File: config.mk
export PLATFORM = sky130hd
export DESIGN_NAME = seq_alu_flat
export DESIGN_NICKNAME = d
export VERILOG_FILES = /design/src/rtl/seq_alu_if.sv /design/src/rtl/seq_alu.sv /design/src/flat_wrapper.sv
export SDC_FILE = /design/constraint.sdc
export NUM_CORES = 1
export LEC_CHECK = 0
export ABC_CLOCK_PERIOD_IN_PS = 8200
export BUFFER_PORTS_ARGS = -buffer_cell sky130_fd_sc_hd__clkbuf_2
export CAP_MARGIN = 20
export CELL_PAD_IN_SITES_DETAIL_PLACEMENT = 1
export CELL_PAD_IN_SITES_GLOBAL_PLACEMENT = 1
export CORE_MARGIN = 8
export CORE_UTILIZATION = 48
export CTS_BUF_LIST = sky130_fd_sc_hd__clkbuf_16
export DETAILED_ROUTE_END_ITERATION = 8
export PLACE_DENSITY_LB_ADDON = 0.1
export SYNTH_ARGS = -nofsm -noshare
export SYNTH_HDL_FRONTEND = slang
export SYNTH_SLANG_ARGS = --single-unit
File: constraint.sdc
create_clock -name clk -period 8.2 [get_ports clk]
set_input_delay 0.41 -clock clk [delete_from_list [all_inputs] [get_ports clk]]
set_output_delay 0.41 -clock clk [all_outputs]
set_load 0.02 [all_outputs]
File: src/rtl/seq_alu_if.sv
// Handshake and payload bundle between the operand stage, seq_alu and writeback.
interface seq_alu_if #(
  parameter int unsigned WIDTH = 32
);
  logic             in_valid;
  logic             in_ready;
  logic [WIDTH-1:0] a;
  logic [WIDTH-1:0] b;
  logic [2:0]       control;
  logic             out_valid;
  logic             out_ready;
  logic [WIDTH-1:0] out;
  logic             zeroFlag;
  logic             overflowFlag;
  logic             carryoutFlag;
  logic             negativeFlag;

  // Producer/consumer side: drives operands and out_ready.
  modport master (
    output in_valid, a, b, control, out_ready,
    input  in_ready, out_valid, out, zeroFlag, overflowFlag, carryoutFlag, negativeFlag
  );

  // ALU side.
  modport slave (
    input  in_valid, a, b, control, out_ready,
    output in_ready, out_valid, out, zeroFlag, overflowFlag, carryoutFlag, negativeFlag
  );
endinterface

File: src/rtl/seq_alu.sv
// Registered ALU: single-cycle logic/arithmetic, iterative one-bit-per-cycle shifts.
module seq_alu #(
  parameter int unsigned WIDTH = 32
) (
  input logic     clk,
  input logic     reset,
  seq_alu_if.slave bus
);
  localparam int unsigned SHW = $clog2(WIDTH);

  localparam logic [1:0] S_IDLE  = 2'd0;
  localparam logic [1:0] S_SHIFT = 2'd1;
  localparam logic [1:0] S_HOLD  = 2'd2;

  localparam logic [2:0] OP_ADD = 3'b000;
  localparam logic [2:0] OP_SUB = 3'b001;
  localparam logic [2:0] OP_AND = 3'b010;
  localparam logic [2:0] OP_OR  = 3'b011;
  localparam logic [2:0] OP_XOR = 3'b100;
  localparam logic [2:0] OP_SLT = 3'b101;

  logic [1:0]       r_state;
  logic [WIDTH-1:0] r_acc;
  logic [SHW-1:0]   r_cnt;
  logic             r_sra;
  logic [WIDTH-1:0] r_out;
  logic             r_zero;
  logic             r_ovf;
  logic             r_carry;
  logic             r_neg;

  logic [1:0]       w_state_nxt;
  logic [WIDTH-1:0] w_acc_nxt;
  logic [SHW-1:0]   w_cnt_nxt;
  logic             w_sra_nxt;
  logic             w_upd;
  logic [WIDTH-1:0] w_res;
  logic             w_c;
  logic             w_v;
  logic [WIDTH:0]   w_sum;
  logic [WIDTH:0]   w_diff;
  logic [SHW-1:0]   w_n;
  logic [WIDTH-1:0] w_acc_sh;
  logic             w_c_sh;
  logic             w_lt;

  // Next-state, datapath step and result selection.
  always_comb begin
    w_state_nxt = r_state;
    w_acc_nxt   = r_acc;
    w_cnt_nxt   = r_cnt;
    w_sra_nxt   = r_sra;
    w_upd       = 1'b0;
    w_res       = r_out;
    w_c         = 1'b0;
    w_v         = 1'b0;
    w_sum       = {1'b0, bus.a} + {1'b0, bus.b};
    w_diff      = {1'b0, bus.a} - {1'b0, bus.b};
    w_n         = bus.b[SHW-1:0];
    w_lt        = ($signed(bus.a) < $signed(bus.b));
    // One-bit shift step; the bit leaving the accumulator becomes the carry.
    if (r_sra) begin
      w_acc_sh = {r_acc[WIDTH-1], r_acc[WIDTH-1:1]};
      w_c_sh   = r_acc[0];
    end else begin
      w_acc_sh = {r_acc[WIDTH-2:0], 1'b0};
      w_c_sh   = r_acc[WIDTH-1];
    end

    case (r_state)
      S_IDLE: begin
        if (bus.in_valid) begin
          if (bus.control[2:1] == 2'b11) begin
            if (w_n == '0) begin
              w_res       = bus.a;
              w_upd       = 1'b1;
              w_state_nxt = S_HOLD;
            end else begin
              w_acc_nxt   = bus.a;
              w_cnt_nxt   = w_n;
              w_sra_nxt   = bus.control[0];
              w_state_nxt = S_SHIFT;
            end
          end else begin
            w_upd       = 1'b1;
            w_state_nxt = S_HOLD;
            case (bus.control)
              OP_ADD: begin
                w_res = w_sum[WIDTH-1:0];
                w_c   = w_sum[WIDTH];
                w_v   = (bus.a[WIDTH-1] == bus.b[WIDTH-1]) & (w_sum[WIDTH-1] != bus.a[WIDTH-1]);
              end
              OP_SUB: begin
                w_res = w_diff[WIDTH-1:0];
                w_c   = ~w_diff[WIDTH];
                w_v   = (bus.a[WIDTH-1] != bus.b[WIDTH-1]) & (w_diff[WIDTH-1] != bus.a[WIDTH-1]);
              end
              OP_AND:  w_res = bus.a & bus.b;
              OP_OR:   w_res = bus.a | bus.b;
              OP_XOR:  w_res = bus.a ^ bus.b;
              OP_SLT:  w_res = {{(WIDTH-1){1'b0}}, w_lt};
              default: w_res = '0;
            endcase
          end
        end
      end
      S_SHIFT: begin
        w_acc_nxt = w_acc_sh;
        w_cnt_nxt = r_cnt - SHW'(1);
        if (r_cnt == SHW'(1)) begin
          w_res       = w_acc_sh;
          w_c         = w_c_sh;
          w_upd       = 1'b1;
          w_state_nxt = S_HOLD;
        end
      end
      S_HOLD: begin
        if (bus.out_ready) w_state_nxt = S_IDLE;
      end
      default: w_state_nxt = S_IDLE;
    endcase
  end

  // State, shift accumulator and result/flag registers; reset aborts any operation.
  always_ff @(posedge clk or posedge reset) begin
    if (reset) begin
      r_state <= S_IDLE;
      r_acc   <= '0;
      r_cnt   <= '0;
      r_sra   <= 1'b0;
      r_out   <= '0;
      r_zero  <= 1'b0;
      r_ovf   <= 1'b0;
      r_carry <= 1'b0;
      r_neg   <= 1'b0;
    end else begin
      r_state <= w_state_nxt;
      r_acc   <= w_acc_nxt;
      r_cnt   <= w_cnt_nxt;
      r_sra   <= w_sra_nxt;
      if (w_upd) begin
        r_out   <= w_res;
        r_zero  <= (w_res == '0);
        r_ovf   <= w_v;
        r_carry <= w_c;
        r_neg   <= w_res[WIDTH-1];
      end
    end
  end

  assign bus.in_ready     = (r_state == S_IDLE);
  assign bus.out_valid    = (r_state == S_HOLD);
  assign bus.out          = r_out;
  assign bus.zeroFlag     = r_zero;
  assign bus.overflowFlag = r_ovf;
  assign bus.carryoutFlag = r_carry;
  assign bus.negativeFlag = r_neg;
endmodule
File: src/flat_wrapper.sv
// flat-port wrapper written by rule: the top's interface ports become plain ports
module seq_alu_flat 
#(
  parameter int unsigned WIDTH = 32
)
  (clk, reset, bus_in_valid, bus_a, bus_b, bus_control, bus_out_ready, bus_in_ready, bus_out_valid, bus_out, bus_zeroFlag, bus_overflowFlag, bus_carryoutFlag, bus_negativeFlag);
  seq_alu_if #(.WIDTH(WIDTH)) bus_i ();
  input logic clk;
  input logic reset;
  input wire logic [$bits(bus_i.in_valid)-1:0] bus_in_valid;
  input wire logic [$bits(bus_i.a)-1:0] bus_a;
  input wire logic [$bits(bus_i.b)-1:0] bus_b;
  input wire logic [$bits(bus_i.control)-1:0] bus_control;
  input wire logic [$bits(bus_i.out_ready)-1:0] bus_out_ready;
  output wire logic [$bits(bus_i.in_ready)-1:0] bus_in_ready;
  output wire logic [$bits(bus_i.out_valid)-1:0] bus_out_valid;
  output wire logic [$bits(bus_i.out)-1:0] bus_out;
  output wire logic [$bits(bus_i.zeroFlag)-1:0] bus_zeroFlag;
  output wire logic [$bits(bus_i.overflowFlag)-1:0] bus_overflowFlag;
  output wire logic [$bits(bus_i.carryoutFlag)-1:0] bus_carryoutFlag;
  output wire logic [$bits(bus_i.negativeFlag)-1:0] bus_negativeFlag;
  assign bus_i.in_valid = bus_in_valid;
  assign bus_i.a = bus_a;
  assign bus_i.b = bus_b;
  assign bus_i.control = bus_control;
  assign bus_i.out_ready = bus_out_ready;
  assign bus_in_ready = bus_i.in_ready;
  assign bus_out_valid = bus_i.out_valid;
  assign bus_out = bus_i.out;
  assign bus_zeroFlag = bus_i.zeroFlag;
  assign bus_overflowFlag = bus_i.overflowFlag;
  assign bus_carryoutFlag = bus_i.carryoutFlag;
  assign bus_negativeFlag = bus_i.negativeFlag;
  seq_alu #(.WIDTH(WIDTH)) u_core (.clk(clk), .reset(reset), .bus(bus_i));
endmodule
After elaboration in Yosys (flattened, before gate mapping)
Cells that the tools add are included.
{ "totals": {"word_cells": 82, "register_bits": 76, "in_bits": 71} }
{ "op_classes": {"order_cmp": 1, "muxes": 36, "add_sub_neg": 3, "reduce_logical": 8, "n_bitwise": 7, "eq_ne": 18} }
{ "ops": {"columns": ["op", "n"], "rows": [
  ["$mux 32", 8],
  ["$pmux 32 s6", 1],
  ["$pmux 32 s2", 2],
  ["$add 32x32->33", 1],
  ["$sub 32x32->33", 1],
  ["$and 32x32->32", 1],
  ["$logic_not 32->1", 1],
  ["$lt 32x32->1", 1],
  ["$or 32x32->32", 1],
  ["$xor 32x32->32", 1],
  ["$mux 5", 3],
  ["$mux 1", 11],
  ["$mux 2", 5],
  ["$pmux 5 s2", 1],
  ["$pmux 1 s2", 4],
  ["$reduce_and 4->1", 2],
  ["$eq 3x2->1 const B", 2],
  ["$eq 3x3->1 const B", 2],
  ["$ne 2x2->1 const B", 3],
  ["$pmux 2 s3", 1],
  ["$eq 5x1->1 const B", 1],
  ["$logic_not 5->1", 1],
  ["$sub 5x1->5 const B", 1],
  ["$eq 2x2->1 const B", 2],
  ["11 further kinds", 16]
]} }

Depth between registers and ports, before layout
Gate-level depths: netlist of the first run.
{ "logic_depth": {"word_depth": 7, "ltp_mapped": 16, "depth_no_buf": 15} }

Worst setup path after synthesis of the first run
No wires, ideal clock.
{ "synth_path": {"path_kind": "input to register", "startpoint": "input port bus_b[1]", "endpoint": "register u_core.r_zero, in the netlist u_core.bus.zeroFlag", "t_arrival_ps": 4074, "setup_slack_ps": 4034, "t_required_ps": 8108, "cell_stages": 14, "cell_sequence": "clkbuf_1 -> inv_1 -> ha_1 -> o21ba_2 -> or4_4 -> a21oi_1 -> nor3_2 -> a211oi_1 -> o31a_1 -> a211oi_1 -> or4_1 -> or4_1 -> or3b_1 -> o31ai_2"} }
{ "synth_between": {"elab_chain_cells": 6} }
{ "synth_lines": {"columns": ["element", "line", "rtl"], "rows": [
  ["from (decl)", "flat_wrapper.sv:12", "input wire logic [$bits(bus_i.b)-1:0] bus_b;"],
  ["$sub 32x32->33, or another cell as far along", "seq_alu.sv:58", "w_diff = {1'b0, bus.a} - {1'b0, bus.b};"],
  ["$pmux 32 s6 or $mux 32 (tied branches)", "seq_alu.sv:87, seq_alu.sv:74", null],
  ["$mux 32", "seq_alu.sv:73", "if (bus.control[2:1] == 2'b11) begin"],
  ["$mux 32", "seq_alu.sv:72", "if (bus.in_valid) begin"],
  ["$pmux 32 s2", "seq_alu.sv:70", "case (r_state)"],
  ["$logic_not 32->1", "seq_alu.sv:143", "r_zero <= (w_res == '0);"],
  ["to (signal assigned)", "seq_alu.sv:143", null],
  ["to (decl)", "seq_alu.sv:27", "logic r_zero;"]
]} }
Parallel ways exist; a longest one is shown, timed or not.
A chain may end at the register's enable or synchronous reset.

Final worst setup path of the first run
{ "layout_path": {"startpoint": "register u_core.r_state[1]", "endpoint": "register u_core.r_zero, in the netlist u_core.bus.zeroFlag"} }
{ "layout_between": {"elab_chain_cells": 3} }
{ "layout_lines": {"columns": ["element", "line", "rtl"], "rows": [
  ["from (decl)", "seq_alu.sv:22", "logic [1:0] r_state;"],
  ["from (signal assigned)", "seq_alu.sv:137", "r_state <= w_state_nxt;"],
  ["$eq 2x1->1 or $logic_not 2->1 (tied branches)", "seq_alu.sv:70", null],
  ["$pmux 32 s2", "seq_alu.sv:70", null],
  ["$logic_not 32->1", "seq_alu.sv:143", null]
]} }
Parallel ways exist; a longest one is shown, timed or not.

==> flow_summary.yaml, run 1 <==
global_route:
  maximum_number_of_pins_on_one_net_before_global_route_repair: 80
  grt_pass1_wl_mm: 80.2
  grt_antenna_before_repair: 2
  first_global_vias: 13300
  grtUsageTotal_pct: 36.5
  globalRouteOverflowTotal: 0
clock_network:
  tritoncts_num_sinks: 75
  numCtsBuffers: 9
  cts_tree: "done"
  clk-insertion-delay-late_ns: 0.36
  cts-resized-gates: 0
  hold_buffers: 0
  h-tree-depth: 3
  clock-root-buffer: "clkbuf_16"
  cts_setup_buffers: 0
  clock_tree.buffer_depth: 2
  worst_setup_hold_path_clk_slew_ns: 0.07
place:
  place_inst: 1861
  dp.final_hpwl_mm: 39.5
  detailedPlace.worstSlack_ns: 3.22
  port_buffers: 108
  placedInstanceArea_um2: 11600
  gpl.final_weighted_congestion: 1.03
finish:
  final_cells: 1878
  syn_to_final_growth_pct: 8.16
  layout.nets: 1765
  postLayoutCellArea_um2: 11900
  most-common-layout-cells: "a21oi_1 (181), nor2_1 (162), nand2_1 (137), o21ai_0 (122), clkbuf_2 (108)"
  layout-drive-gt1-share_pct: 12.6
  layout_commonest_cell: "a21oi_1"
setup_path:
  rr_worst_depth: 13
  worst-r2r-setup-slack_ns: 3.27
  crit_arrival_ns: 5.20
  critical_r2r_capture: "u_core.bus.zeroFlag"
  worst_setup_path_end_kind: "register"
  worstPathRequired_ns: 8.47
  timing.rr.start: "u_core.r_state[1]"
  worstPathMaxFanout: 25
  startpoint_type: "register"
  path_class: "register to register"
die:
  floorplan.core_area_um2: 22600
  floorplan.die_area_um2: 28000
  die_w_um: 167
  placementRows: 55
  die_h_um: 167
  boundaryPins: 109
  initial_utilization_pct: 48.8
routing:
  detail_route.iter0.violations: 1268
  viasPerCell: 6.93
  number_of_nets_with_antenna_violations_after_routing: 0
  routed-via-count: 13000
  detailedRoute.firstPassIterationCount: 7
  remaining_drc_errors: 0
  wirelength_routed_mm: 52.4
  post_drt_wl_per_cell_um: 27.9
timing:
  timing_max_transition_violations_final: 0
  layout_min_cycle_time_ns: 4.93
  fin_ws_ns: 3.27
  fin_tns_setup_ns: 0
  setup_repair_after_global_routing_missed_its_margin: "no"
  max_slew_margin_pct: 33.5
  worst-slew-pin-transition_ns: 0.996
  fmax_ghz: 0.203
  fin_skew_ns: 0.0133
  final_hold_viol_count: 0
  setup_viol: 0
  fin_crit_sh_pct: 60.1
synthesis:
  synthesis.instances: 1549
  ys_seq_elements: 75
  synth_largest_type_area_fraction_pct: 17.1
  synth.area.top_cells: "dfrtp_1 (17%), ha_1 (12%), a21oi_1 (8.2%), o21ai_0 (5.6%), nor2_1 (5.5%)"
  yosysWarningCount: 0
  synth.yosys.seq_area_share_pct: 17.1
  syn_area_um2: 11000
  postSynth.asyncResetShare_pct: 100
  avgSynthCellArea_um2: 7.10
  mappedNetlistNets: 1727
  post_synth_num_cell_types: 90
  post_synth_edffs: 0
  synth_top_cell_by_area: "dfrtp_1"
  synth_flop_cell: "dfrtp_1"
power:
  power.density_cell_area_nw_per_um2: 246
  irDropWorstVdd_v: 0.000189
  power.leakage_nw: 5.28
status:
  status: "complete, no violations"
worst_hold_path:
  min_path_type: "input port to asynchronous set/reset pin"
job:
  cap_violations: 0
state kept, by name, indices dropped and copies added, names as in the netlist:
register and cells:
u_core.r_acc 32, u_core.bus.carryoutFlag 1, u_core.r_sra 1, u_core.bus.out 32, u_core.r_cnt 5, u_core.bus.zeroFlag 1, u_core.bus.overflowFlag 1, u_core.r_state 2
cells in the mapped netlist (26+ instances only):
cell type	n
a211oi_1	26
a21oi_1	181
clkbuf_1	70
dfrtp_1	75
ha_1	105
inv_1	104
mux2i_1	41
nand2_1	137
nand3_1	31
nor2_1	162
nor3_1	33
o21ai_0	123
power breakdown:
group / internal (mW) / switching [mW]
Clock: 0.211 / 0.204
Sequential: 0.536 / 0.221
Combinational: 0.578 / 1.17
through the flow:
stage               util (%)  power, mW  hold slack [ns]
floorplan                  -       1.80            0.465
global route            52.7       3.06            0.117
CTS                     52.7       2.87           0.0834
detailed placement      51.5       2.45            0.477
finish                  52.7       2.92           0.0667
global placement        51.5       2.40            0.458
layout make-up:
cell class	instances	area, µm²
fill	3015	10700
sequential	75	1880
inverter	112	427
multi-input combinational	1254	8210
antenna	1	2.50
tap	285	357
timing repair buffer	135	743
clock inverter	7	57.6
clock buffer	9	225
worst max path at each step:
stage	depth (start not counted)	slack (ns)	startpoint	endpoint
floorplan	14	4.03	bus_b[1]	u_core.bus.zeroFlag
global placement	14	3.33	bus_b[1]	u_core.bus.zeroFlag
detailed placement	14	3.22	bus_b[1]	u_core.bus.zeroFlag
CTS	11	3.49	u_core.r_sra	u_core.bus.zeroFlag
global route	14	3.17	bus_b[1]	u_core.bus.zeroFlag
finish	13	3.27	u_core.r_state[1]	u_core.bus.zeroFlag
per-layer routing:
metal / GRT usage (%) / up-vias / share of wire [%]
met1: 45.7 / 6387 / 41
met4: 18.6 / 2 / 5.1
met5: 0 / - / 0.027
met2: 59.1 / 705 / 46
li1: - / 5736 / -
met3: 6.65 / 184 / 8.7
critical path, cell delays in order (launching register included):
cell	delay, ns
dfrtp_1	0.33
buf_4	0.33
nor2b_1	0.27
nand2_1	0.65
buf_4	0.37
o221ai_1	0.27
a211o_1	0.34
a221oi_1	0.23
o31a_1	0.18
a211oi_1	0.06
or4_1	0.56
or4_1	0.62
or3b_1	0.39
o31ai_2	0.21
kinds of logic after synthesis:
logic type / Yosys count / share of synthesized area (%)
xor gates and xnor gates: 13 / 1.10
DFF: 75 / 17.1
muxes: 44 / 4.04
and+or+nand+nor: 504 / 21.9
adders and majority gates: 107 / 12.3
AOI/OAI and AO/OA: 586 / 35.1
buffers and inverters: 220 / 8.57
Note: power is estimated with default switching activity, not from simulation.
==> inputs of run 2 (changes only) <==
Settings changed: ABC_AREA set to 1, ABC_CLOCK_PERIOD_IN_PS 8200 to 4900, CORE_UTILIZATION 48 to 42.
Clock period 8.2 ns to 4.9 ns, I/O delays scaled along.
==> run 2 against run 1 <==
  * Cell count increased by 34%
  * Global-route usage is 5.9 points lower
  * Via count rose by 9.4%
  * Register-to-register slack lost 1.6 ns
  * Clock power is 89% higher
  * Routed wire length shrank 0.47%
  * Area after synthesis up 6.3%
  * First-iteration DRC count is 15% lower
  * Design area rose by 6.9%
  * Non-clock buffer count decreased by 15
  * Fmax is 55% higher
  * Largest power group unchanged
==> flow_summary.yaml, run 2 <==
finish:
  most-common-layout-cells: "nand2_1 (630), inv_1 (389), nand3_1 (173), o21ai_0 (156), a21oi_1 (137)"
  multi_input_area_um2: 7890
  antenna_cells: 0
  layout-drive-gt1-share_pct: 8.12
  syn_to_final_growth_pct: 8.76
  ff_latch_area_um2: 1880
  fillerInstances: 4049
  layout.nets: 2304
  layout_commonest_cell: "nand2_1"
synthesis:
  avgSynthCellArea_um2: 5.61
  synthesis.instances: 2085
  synth.yosys.seq_area_share_pct: 16.0
  synth_top_cell_by_area: "nand2_1"
  yosysWarningCount: 0
  post_synth_most_frequent_cells: "nand2_1 (630), inv_1 (389), nand3_1 (174)"
  mappedNetlistNets: 2263
  ys_seq_elements: 75
  post_synth_num_cell_types: 44
  synth_flop_cell: "dfrtp_1"
  synth.most_common_cell: "nand2_1"
  syn_area_um2: 11700
  synth.area.top_cells: "nand2_1 (20%), dfrtp_1 (16%), inv_1 (12%), ha_1 (11%), nand3_1 (7.4%)"
  post_synth_edffs: 0
  postSynth.asyncResetShare_pct: 100
  synth_largest_type_area_fraction_pct: 20.2
global_route:
  globalRouteOverflowTotal: 0
  grt_pass1_wl_mm: 80.2
  grtUsageTotal_pct: 30.5
  first_global_vias: 14600
  maximum_number_of_pins_on_one_net_before_global_route_repair: 75
  grt_antenna_before_repair: 0
clock_network:
  numCtsBuffers: 9
  clock-root-buffer: "clkbuf_16"
  h-tree-depth: 3
  worst_setup_hold_path_clk_slew_ns: 0.07
  clock_tree.buffer_depth: 2
  cts_tree: "done"
  cts_setup_buffers: 0
  clk-insertion-delay-late_ns: 0.35
  tritoncts_num_sinks: 75
routing:
  detail_route.iter0.violations: 1075
  wire_length_on_met3_mm: 2.89
  wirelength_routed_mm: 52.2
  viasPerCell: 5.67
  detailedRoute.firstPassIterationCount: 5
  met2RoutedLength_mm: 23.7
  wl_met1_mm: 22.0
  number_of_nets_with_antenna_violations_after_routing: 0
  post_drt_wl_per_cell_um: 20.8
  highest-signal-layer: "met4"
  remaining_drc_errors: 0
  routed-via-count: 14200
power:
  power.leakage_nw: 7.25
  power.density_cell_area_nw_per_um2: 401
  irDropWorstVdd_v: 0.000279
timing:
  worst-slew-pin-transition_ns: 1.04
  layout_min_cycle_time_ns: 3.19
  fin_skew_ns: 0.0114
  setup_repair_after_global_routing_missed_its_margin: "no"
  fin_ws_ns: 1.71
  fin_tns_setup_ns: 0
  setup_viol: 0
  timing_max_transition_violations_final: 0
  fin_crit_sh_pct: 65.0
  fmax_ghz: 0.314
  final_hold_viol_count: 0
  max_slew_margin_pct: 30.8
die:
  floorplan.core_area_um2: 27600
  floorplan.die_area_um2: 33500
  initial_utilization_pct: 42.3
  placementRows: 61
  boundaryPins: 109
  die_w_um: 183
  die_h_um: 183
setup_path:
  path_cells: "buf_12 -> nor2_8 -> inv_2 -> nor2_4 -> inv_2 -> a22oi_1 -> a211oi_1 -> nand2_1 -> nand2_1 -> nand3_1 -> nor2_1 -> nand2_1 -> nor2_1 -> nand2_1 -> nand2_1"
  path_class: "register to register"
  cpMostUsedCell: "nand2_1"
  critPathMaxStageDelay_ns: 0.51
  cp_slowest_cell: "dfrtp_2"
  worstPathRequired_ns: 5.19
  worstPathMaxFanout: 47
  crit_arrival_ns: 3.47
  startpoint_type: "register"
  worst_setup_path_end_kind: "register"
place:
  port_buffers: 108
  dp.final_hpwl_mm: 41.7
  detailedPlace.worstSlack_ns: 1.53
  gpl.final_weighted_congestion: 0.955
status:
  status: "complete, no violations"
job:
  cap_violations: 0
worst_hold_path:
  min_path_type: "input port to register"
## run 2: changes by cell type after synthesis, moves of 16 or more
| cell | before | now |
|---|---|---|
| nand2_1 | 137 | 630 |
| clkbuf_1 | 70 | 23 |
| inv_1 | 104 | 389 |
| nand2b_1 | 19 | 0 |
| a21o_1 | 17 | 0 |
| o211ai_1 | 25 | 9 |
| o21ai_0 | 123 | 156 |
| a21oi_1 | 181 | 137 |
| nand3_1 | 31 | 174 |
| mux2i_1 | 41 | 0 |
| buf_2 | 12 | 53 |
| nor2_1 | 162 | 137 |
| nor2b_1 | 24 | 0 |
## run 2: cell families (layout without fill, tap and decap cells)
| group | after synthesis | in the layout | synth area share (%) |
|---|---|---|---|
| DFF | 75 | 75 | 16.0 |
| adders and majority gates | 107 | 107 | 11.6 |
| and+or+nand+nor | 1014 | 1014 | 36.2 |
| xor gates and xnor gates | 3 | 3 | 0.225 |
| buffers and inverters | 487 | 533 | 16.7 |
| AOI/OAI and AO/OA | 399 | 399 | 19.2 |
## run 2: what timing repair did
item                      CTS  global route
resized for setup           0             0
hold buffers                1             0
hold endpoints to repair   13             0
## run 2: per-layer routing
metal / global-route usage (%) / vias to the layer above
li1: - / 6709
met1: 37.0 / 6796
met2: 50.8 / 569
met3: 3.82 / 158
met4: 19.5 / 0
met5: 0 / -
## run 2: through the flow
step	cells	hold WS, ns	utilization (%)	area (µm²)	total power [mW]
after floorplan	2085	0.331	-	11700	3.24
after global routing	2509	0.101	46.1	12700	5.53
final	2509	0.0985	46.1	12700	5.11
after detailed placement	2490	0.173	44.7	12300	4.24
after global placement	2490	0.168	44.7	12300	4.13
after CTS	2507	0.0936	45.9	12700	5.04
## run 2: power breakdown
| group | internal (mW) | leakage (nW) | total, mW | switching [mW] |
|---|---|---|---|---|
| sequential | 0.925 | 0.925 | 1.24 | 0.315 |
| clock | 0.497 | 0.167 | 0.782 | 0.285 |
| combinational | 0.902 | 6.16 | 3.08 | 2.18 |
## run 2: path summary, 6_finish.rpt
path	from	depth (start not counted)	slack (ns)	end
worst max register to register	u_core.r_state[1]	15	1.71	u_core.bus.zeroFlag
worst min register to register	u_core.bus.zeroFlag	2	0.54	u_core.bus.zeroFlag
min in group asynchronous	reset	3	0.35	u_core.r_acc[27]
worst max-delay path	u_core.r_state[1]	15	1.71	u_core.bus.zeroFlag
worst min-delay path	bus_out_ready	2	0.1	u_core.r_state[1]
max in group asynchronous	reset	4	3.37	u_core.r_state[1]
## run 2: final cells by class
type	instances	share of cell area [%]
multi-input combinational	1523	62.0
tap	378	3.72
timing repair buffer	120	5.13
sequential	75	14.8
clock inverter	7	0.905
clock buffer	9	1.77
inverter	397	11.7
## run 2: worst max-delay path, delay by kind of cell (launching register included)
kind | cells | cell delay [ns]
and+or+nand+nor | 10 | 0.99
AOI/OAI and AO/OA | 2 | 0.38
DFF | 1 | 0.51
buffers and inverters | 3 | 1.23
